### src/rtl/instmem_loader_if.sv
`default_nettype none
// ============================================================================
//  Module      : instmem_loader_if
//  Description : Host byte stream, instruction memory write port and status
//                signals of the instruction memory loader. The master modport
//                is the loader side; the slave modport is the host/memory side.
//  Revision    : 1.0  initial release
// ============================================================================
interface instmem_loader_if #(
    parameter int LENGTH = 10
);
    localparam int AW = $clog2(LENGTH);

    logic          start;
    logic          in_valid;
    logic [7:0]    in_data;
    logic          in_ready;
    logic          wr_en;
    logic [AW-1:0] wr_addr;
    logic [7:0]    wr_data;
    logic          busy;
    logic          done;
    logic          error;
    logic          core_hold;

    modport master (
        input  start, in_valid, in_data,
        output in_ready, wr_en, wr_addr, wr_data, busy, done, error, core_hold
    );

    modport slave (
        output start, in_valid, in_data,
        input  in_ready, wr_en, wr_addr, wr_data, busy, done, error, core_hold
    );
endinterface
`default_nettype wire

### src/rtl/instmem_loader.sv
`default_nettype none
// ============================================================================
//  Module      : instmem_loader
//  Description : Receives a boot image (4-byte big-endian length, L data
//                bytes, one checksum byte) over a valid/ready byte stream,
//                writes the data bytes to instruction memory and keeps the
//                core in reset until a complete, verified image is loaded.
//  Revision    : 1.0  initial release
// ============================================================================
module instmem_loader #(
    parameter int LENGTH = 10,
    parameter bit CHK_EN = 1'b1
) (
    input  wire logic         clk,
    input  wire logic         rst_n,
    instmem_loader_if.master  bus
);
    localparam int          AW        = $clog2(LENGTH);
    localparam logic [31:0] c_LEN_MAX = 32'(LENGTH);

    typedef enum logic [2:0] {
        S_IDLE = 3'd0,
        S_HDR  = 3'd1,
        S_DATA = 3'd2,
        S_CHK  = 3'd3,
        S_DONE = 3'd4,
        S_ERR  = 3'd5
    } state_t;

    state_t        r_state;
    state_t        w_next;

    logic [23:0]   r_hdr;      // first three header bytes, oldest in the MSBs
    logic [1:0]    r_hcnt;     // header bytes received
    logic [AW:0]   r_len;      // data length; only meaningful once <= LENGTH
    logic [AW:0]   r_dcnt;     // data bytes received, doubles as write address
    logic [7:0]    r_sum;
    logic          r_wr_en;
    logic [AW-1:0] r_wr_addr;
    logic [7:0]    r_wr_data;

    logic          w_in_ready;
    logic          w_xfer;
    logic          w_start_ok;
    logic [31:0]   w_len_full;
    logic [AW:0]   w_dcnt_inc;
    logic [7:0]    w_sum_next;

    // Ready is a pure state decode so it never depends on in_valid.
    assign w_in_ready = (r_state == S_HDR) || (r_state == S_DATA) || (r_state == S_CHK);
    assign w_xfer     = bus.in_valid && w_in_ready;
    assign w_start_ok = bus.start &&
                        ((r_state == S_IDLE) || (r_state == S_DONE) || (r_state == S_ERR));
    assign w_len_full = {r_hdr, bus.in_data};
    assign w_dcnt_inc = r_dcnt + 1'b1;
    assign w_sum_next = r_sum + bus.in_data;

    // State register.
    always_ff @(posedge clk or negedge rst_n) begin
        if (!rst_n) begin
            r_state <= S_IDLE;
        end else begin
            r_state <= w_next;
        end
    end

    // Next-state decode.
    always_comb begin
        w_next = r_state;
        case (r_state)
            S_IDLE, S_DONE, S_ERR: begin
                if (bus.start) begin
                    w_next = S_HDR;
                end
            end
            S_HDR: begin
                if (w_xfer && (r_hcnt == 2'd3)) begin
                    if (w_len_full > c_LEN_MAX) begin
                        w_next = S_ERR;
                    end else if (w_len_full == 32'd0) begin
                        w_next = S_CHK;
                    end else begin
                        w_next = S_DATA;
                    end
                end
            end
            S_DATA: begin
                if (w_xfer && (w_dcnt_inc == r_len)) begin
                    w_next = S_CHK;
                end
            end
            S_CHK: begin
                if (w_xfer) begin
                    if ((w_sum_next == 8'd0) || !CHK_EN) begin
                        w_next = S_DONE;
                    end else begin
                        w_next = S_ERR;
                    end
                end
            end
            default: w_next = S_IDLE;
        endcase
    end

    // Header assembly, data counting, checksum and the registered write port.
    always_ff @(posedge clk or negedge rst_n) begin
        if (!rst_n) begin
            r_hdr     <= '0;
            r_hcnt    <= '0;
            r_len     <= '0;
            r_dcnt    <= '0;
            r_sum     <= '0;
            r_wr_en   <= 1'b0;
            r_wr_addr <= '0;
            r_wr_data <= '0;
        end else begin
            r_wr_en <= 1'b0;
            if (w_start_ok) begin
                r_hdr  <= '0;
                r_hcnt <= '0;
                r_len  <= '0;
                r_dcnt <= '0;
                r_sum  <= '0;
            end
            if (w_xfer && (r_state == S_HDR)) begin
                // The length is latched on every header byte; the value from
                // the fourth byte is the one that survives. It is only used
                // when it passed the LENGTH check, so the truncation is safe.
                r_hdr  <= w_len_full[23:0];
                r_hcnt <= r_hcnt + 2'd1;
                r_len  <= w_len_full[AW:0];
            end
            if (w_xfer && (r_state == S_DATA)) begin
                // r_dcnt < r_len <= LENGTH here, so the address stays in range.
                r_wr_en   <= 1'b1;
                r_wr_addr <= r_dcnt[AW-1:0];
                r_wr_data <= bus.in_data;
                r_sum     <= w_sum_next;
                r_dcnt    <= w_dcnt_inc;
            end
        end
    end

    assign bus.in_ready  = w_in_ready;
    assign bus.busy      = w_in_ready;
    assign bus.done      = (r_state == S_DONE);
    assign bus.error     = (r_state == S_ERR);
    assign bus.core_hold = (r_state != S_DONE);
    assign bus.wr_en     = r_wr_en;
    assign bus.wr_addr   = r_wr_addr;
    assign bus.wr_data   = r_wr_data;

endmodule
`default_nettype wire

### src/flat_wrapper.sv
// flat-port wrapper written by rule: the top's interface ports become plain ports
module instmem_loader_flat 
#(
    parameter int LENGTH = 10,
    parameter bit CHK_EN = 1'b1
)
  (clk, rst_n, bus_start, bus_in_valid, bus_in_data, bus_in_ready, bus_wr_en, bus_wr_addr, bus_wr_data, bus_busy, bus_done, bus_error, bus_core_hold);
  instmem_loader_if #(.LENGTH(LENGTH)) bus_i ();
  input  wire logic clk;
  input  wire logic rst_n;
  input wire logic [$bits(bus_i.start)-1:0] bus_start;
  input wire logic [$bits(bus_i.in_valid)-1:0] bus_in_valid;
  input wire logic [$bits(bus_i.in_data)-1:0] bus_in_data;
  output wire logic [$bits(bus_i.in_ready)-1:0] bus_in_ready;
  output wire logic [$bits(bus_i.wr_en)-1:0] bus_wr_en;
  output wire logic [$bits(bus_i.wr_addr)-1:0] bus_wr_addr;
  output wire logic [$bits(bus_i.wr_data)-1:0] bus_wr_data;
  output wire logic [$bits(bus_i.busy)-1:0] bus_busy;
  output wire logic [$bits(bus_i.done)-1:0] bus_done;
  output wire logic [$bits(bus_i.error)-1:0] bus_error;
  output wire logic [$bits(bus_i.core_hold)-1:0] bus_core_hold;
  assign bus_i.start = bus_start;
  assign bus_i.in_valid = bus_in_valid;
  assign bus_i.in_data = bus_in_data;
  assign bus_in_ready = bus_i.in_ready;
  assign bus_wr_en = bus_i.wr_en;
  assign bus_wr_addr = bus_i.wr_addr;
  assign bus_wr_data = bus_i.wr_data;
  assign bus_busy = bus_i.busy;
  assign bus_done = bus_i.done;
  assign bus_error = bus_i.error;
  assign bus_core_hold = bus_i.core_hold;
  instmem_loader #(.LENGTH(LENGTH), .CHK_EN(CHK_EN)) u_core (.clk(clk), .rst_n(rst_n), .bus(bus_i));
endmodule
### config.mk
export PLATFORM = sky130hd
export DESIGN_NAME = instmem_loader_flat
export DESIGN_NICKNAME = d
export VERILOG_FILES = /design/src/rtl/instmem_loader_if.sv /design/src/rtl/instmem_loader.sv /design/src/flat_wrapper.sv
export SDC_FILE = /design/constraint.sdc
export NUM_CORES = 1
export LEC_CHECK = 0
export ABC_CLOCK_PERIOD_IN_PS = 2000
export CORE_UTILIZATION = 50
export DETAILED_ROUTE_END_ITERATION = 16
export HOLD_SLACK_MARGIN = 0.1
export PLACE_DENSITY_LB_ADDON = 0.05
export SETUP_SLACK_MARGIN = 0.1
export SLEW_MARGIN = 40
export SYNTH_ARGS = -nofsm -noshare
export SYNTH_HDL_FRONTEND = slang
export SYNTH_SLANG_ARGS = --single-unit
### constraint.sdc
create_clock -name clk -period 2 [get_ports clk]
set_input_delay 0.4 -clock clk [delete_from_list [all_inputs] [get_ports clk]]
set_output_delay 0.4 -clock clk [all_outputs]
set_load 0.03 [all_outputs]
==> impl_results.md <==
* Status: finished, violations left
* Violated checks: negative setup slack
* Vias in the first global route at ~1900
* Cell Pwr Density at roughly 940 mW/mm^2
* Relative slew slack at 0.542
* CP max stage cell: dfrtp_1
* Worst Setup Slack post-DPL at -0.637 ns
* Clk sinks at between 50 and 60
* Clock share of power at 0.240
* Rows at 25
* Die Height at between 70 and 80 um
* Min Tclk post-route at ~2.1 ns
* Ant. Diodes at 0
* Switching portion of total power at 0.308
* Setup CP Type: register to register
* Critical Path Sink Type: register
* DR pass1 iterations at 6
* Post-route setup slack at -0.0968 ns
* Via count at 1959
* Syn_area_per_cell at 12.3 sq um
* Overall Power at 0.00317 W
* CTS tree: done
* Die area at 0.00550 sq mm
* CP Launch Type: register
* Layout cells sized above 1 at 0.253
* Internal power contribution at 0.00220 W
* Max FO, Critical Path at 2
* HPWL after DPL at 4200 um
* Reg power frac at 0.486
* Least-Margin Pin Slew at 0.685 ns
* Syn Nets at approximately 230
* Seq/Total Area, Yosys at 0.529
* Maximum clock insertion buffer count at 2
* Maxcap violations at 0
* WP data required at 2.19 ns
* Fin. max-slew vios at 0
* First-pass GRT wire length at around 9500 um
* Class of the worst hold path: register to register
* Comb pwr share at 0.273
* RSZ-0062 raised after global routing: true
* Clock slew at reported path FFs at ~0.090 ns
* GPL Wtd Cong at a little under 0.9
* Worst path max stage delay at 0.42 ns
* Final std cells w/o fill at 340
* Final setup fails at 1
* WP buf/inv at 0
* FF+latch count, synth at 55
* Post-Place Cells at 329
* Routed Antenna Nets at 0
* P&R area growth vs syn at 29.8%
* Vias/cell at 5.76
* Max VDD drop at 0.740 mV
* Starting density of the core at 0.534
* Worst-path cell chain: ha_4 > fa_2 > a21o_1 > a21oi_2 > xnor2_1 > nor2_1 > nand3_1 > o41a_1
* Worst skew pair latency at around 0.31 ns
* Initial antenna violation count at 0
* DRC at 0
* GR Overflow Total at 0
* Die width at 74.2 um
* Top-level port count at 30
* Core ar. at about 0.0049 sq mm
* Crit share post-route at 1.05
* Cell family with most CP delay: compound AO/OA/AOI/OAI gates
* 1st-iter DRT viols at 97
* # port buffers at 29
* Pleak at approximately 1.6 nW
* WP data arrival at 2.29 ns
* Post-Route WL at between 5000 and 6000 um
* Hold Slack at just under 0.5 ns
* Htree depth at 2
* Synth Cell Area at ~0.0026 sq mm
* DR WL/cell at 17.1 um
* Hold Vio Cnt, Final at 0
* Root buffer cell: clkbuf_8
* Largest net degree at the start of global routing at 37
* Post-Synthesis Cells at 211
* Fmax at 477 MHz
* Post-synthesis cell type count at 39
* CTS buffer count at 5
* Synthesis Warnings at 0
* Final net count at 294
* Sw Pwr at 0.000978 W
* Gr usage total at 0.235
* Clock Skew at ~0.0047 ns
## cells in the mapped netlist (all sizes together)
| library cell | instances | area [sq um] |
|---|---|---|
| nor3b | 1 | 12.5 |
| nand3 | 4 | 20.0 |
| and3 | 2 | 12.5 |
| nor4 | 9 | 56.3 |
| mux2 | 15 | 169 |
| nand2 | 5 | 18.8 |
| o22a | 1 | 8.76 |
| a21oi | 7 | 42.5 |
| a32oi | 1 | 8.76 |
| a2bb2oi | 1 | 8.76 |
| fa | 1 | 20.0 |
| o2111a | 1 | 11.3 |
| xnor2 | 13 | 114 |
| dfrtp | 55 | 1380 |
| ha | 9 | 113 |
| nor2 | 9 | 33.8 |
| xor2 | 4 | 35.0 |
| nand2b | 3 | 18.8 |
| o21ai | 4 | 20.0 |
| a211oi | 1 | 7.51 |
| clkbuf | 3 | 11.3 |
| nand4 | 2 | 12.5 |
| o21bai | 1 | 7.51 |
| o41a | 1 | 11.3 |
| a21o | 2 | 15.0 |
| nor3 | 3 | 26.3 |
| nand3b | 1 | 7.51 |
| a22o | 37 | 324 |
| inv | 4 | 15.0 |
| a31oi | 1 | 6.26 |
| buf | 7 | 37.5 |
| or4 | 2 | 15.0 |
| o21a | 1 | 7.51 |
## worst register-to-register path, delay by kind of cell (launching register included)
| kind | cells | cell delay [ns] |
|---|---|---|
| flip-flops | 1 | 0.42 |
| AND/OR/NAND/NOR | 2 | 0.18 |
| adder cells (fa/ha/maj) | 2 | 0.54 |
| AO/OA/AOI/OAI | 3 | 0.74 |
| XOR/XNOR | 1 | 0.10 |
## sequential cells by signal, summed over array words and instances (netlist names)
| register | count |
|---|---|
| u_core.r_hcnt | 2 |
| u_core.r_sum | 8 |
| u_core.bus.wr_en | 1 |
| u_core.r_state | 3 |
| u_core.bus.wr_addr | 4 |
| u_core.r_hdr | 20 |
| u_core.r_len | 4 |
| u_core.bus.wr_data | 8 |
| u_core.r_dcnt | 5 |
## per-layer routing
layer  share of wire  wire length (um)  vias up  GRT usage
li1                -                 -      919          -
met1            0.48              2770      989      0.336
met2            0.48              2770       43      0.352
met3           0.032               185        8     0.0556
met4           0.015                85        0     0.0791
met5               0                 0        -          0
## worst paths after layout
| path | to | cells past startpoint | slack (ns) | from |
|---|---|---|---|---|
| setup reg to reg | u_core.r_state[0]$_DFFE_PN0P_ | 8 | -0.1 | u_core.r_sum[0]$_DFFE_PN0P_ |
| min in group asynchronous | u_core.r_hcnt[1]$_DFFE_PN0P_ | 2 | 0.58 | rst_n |
| hold / removal | u_core.bus.wr_addr[3]$_DFFE_PN0P_ | 1 | 0.49 | u_core.bus.wr_addr[3]$_DFFE_PN0P_ |
| hold reg to reg | u_core.bus.wr_addr[3]$_DFFE_PN0P_ | 1 | 0.49 | u_core.bus.wr_addr[3]$_DFFE_PN0P_ |
| setup / recovery | u_core.r_state[0]$_DFFE_PN0P_ | 8 | -0.1 | u_core.r_sum[0]$_DFFE_PN0P_ |
| max in group asynchronous | u_core.r_dcnt[4]$_DFFE_PN0P_ | 3 | 0.88 | rst_n |
## cells in the final DEF (no fill, tap or decap), types with 3 or more instances in the layout
| master | count |
|---|---|
| a21oi_1 | 3 |
| a21oi_2 | 4 |
| a22o_1 | 37 |
| buf_12 | 3 |
| buf_4 | 31 |
| clkbuf_8 | 6 |
| clkdlybuf4s50_1 | 20 |
| dfrtp_1 | 55 |
| dlygate4sd2_1 | 4 |
| ha_1 | 7 |
| inv_1 | 3 |
| mux2_1 | 6 |
| mux2_2 | 9 |
| nand2_1 | 5 |
| nand2b_1 | 3 |
| nand3_1 | 4 |
| nor2_1 | 8 |
| nor4_1 | 9 |
| xnor2_1 | 12 |
| xor2_1 | 4 |
## cells by family (layout without fill, tap and decap cells)
logic type	count (synthesis)	count (layout)	synth area share
AO/OA/AOI/OAI	59	59	0.184
flip-flops	55	55	0.529
AND/OR/NAND/NOR	41	41	0.0899
XOR/XNOR	17	17	0.0572
multiplexers	15	15	0.0649
buffers and inverters	14	76	0.0245
adder cells (fa/ha/maj)	10	10	0.0509
## through the flow
stage,TNS (ns),util,instance area [sq um]
finish,-0.0968,0.693,3380
global route,-0.345,0.693,3380
CTS,-0.149,0.687,3350
floorplan,-0.0392,-,2620
global placement,-4.47,0.659,3220
detailed placement,-2.90,0.661,3220
## power by group through the flow
stage	logic (W)	clock network [W]	registers (W)
CTS	0.000874	0.000777	0.00154
global route	0.000952	0.000824	0.00157
finish	0.000868	0.000763	0.00154
global placement	0.000853	0	0.00154
detailed placement	0.000885	0	0.00156
floorplan	0.000548	0	0.00151
## area by class of cell
type | count | area (sq um)
clock inverter | 2 | 35.0
fill | 364 | 1500
timing repair buffer | 64 | 577
sequential | 55 | 1380
inverter | 4 | 15.0
clock buffer | 6 | 82.6
multi-input combinational | 142 | 1210
tap | 67 | 83.8
## timing repair
action,in CTS,in global routing
endpoints found under the setup margin,10,10
resized for setup,11,9
pin swaps,8,3
endpoints found under the hold margin,19,0
hold buffers,1,0
setup buffers,0,2
No activity file was read; power rests on OpenSTA's default activity.
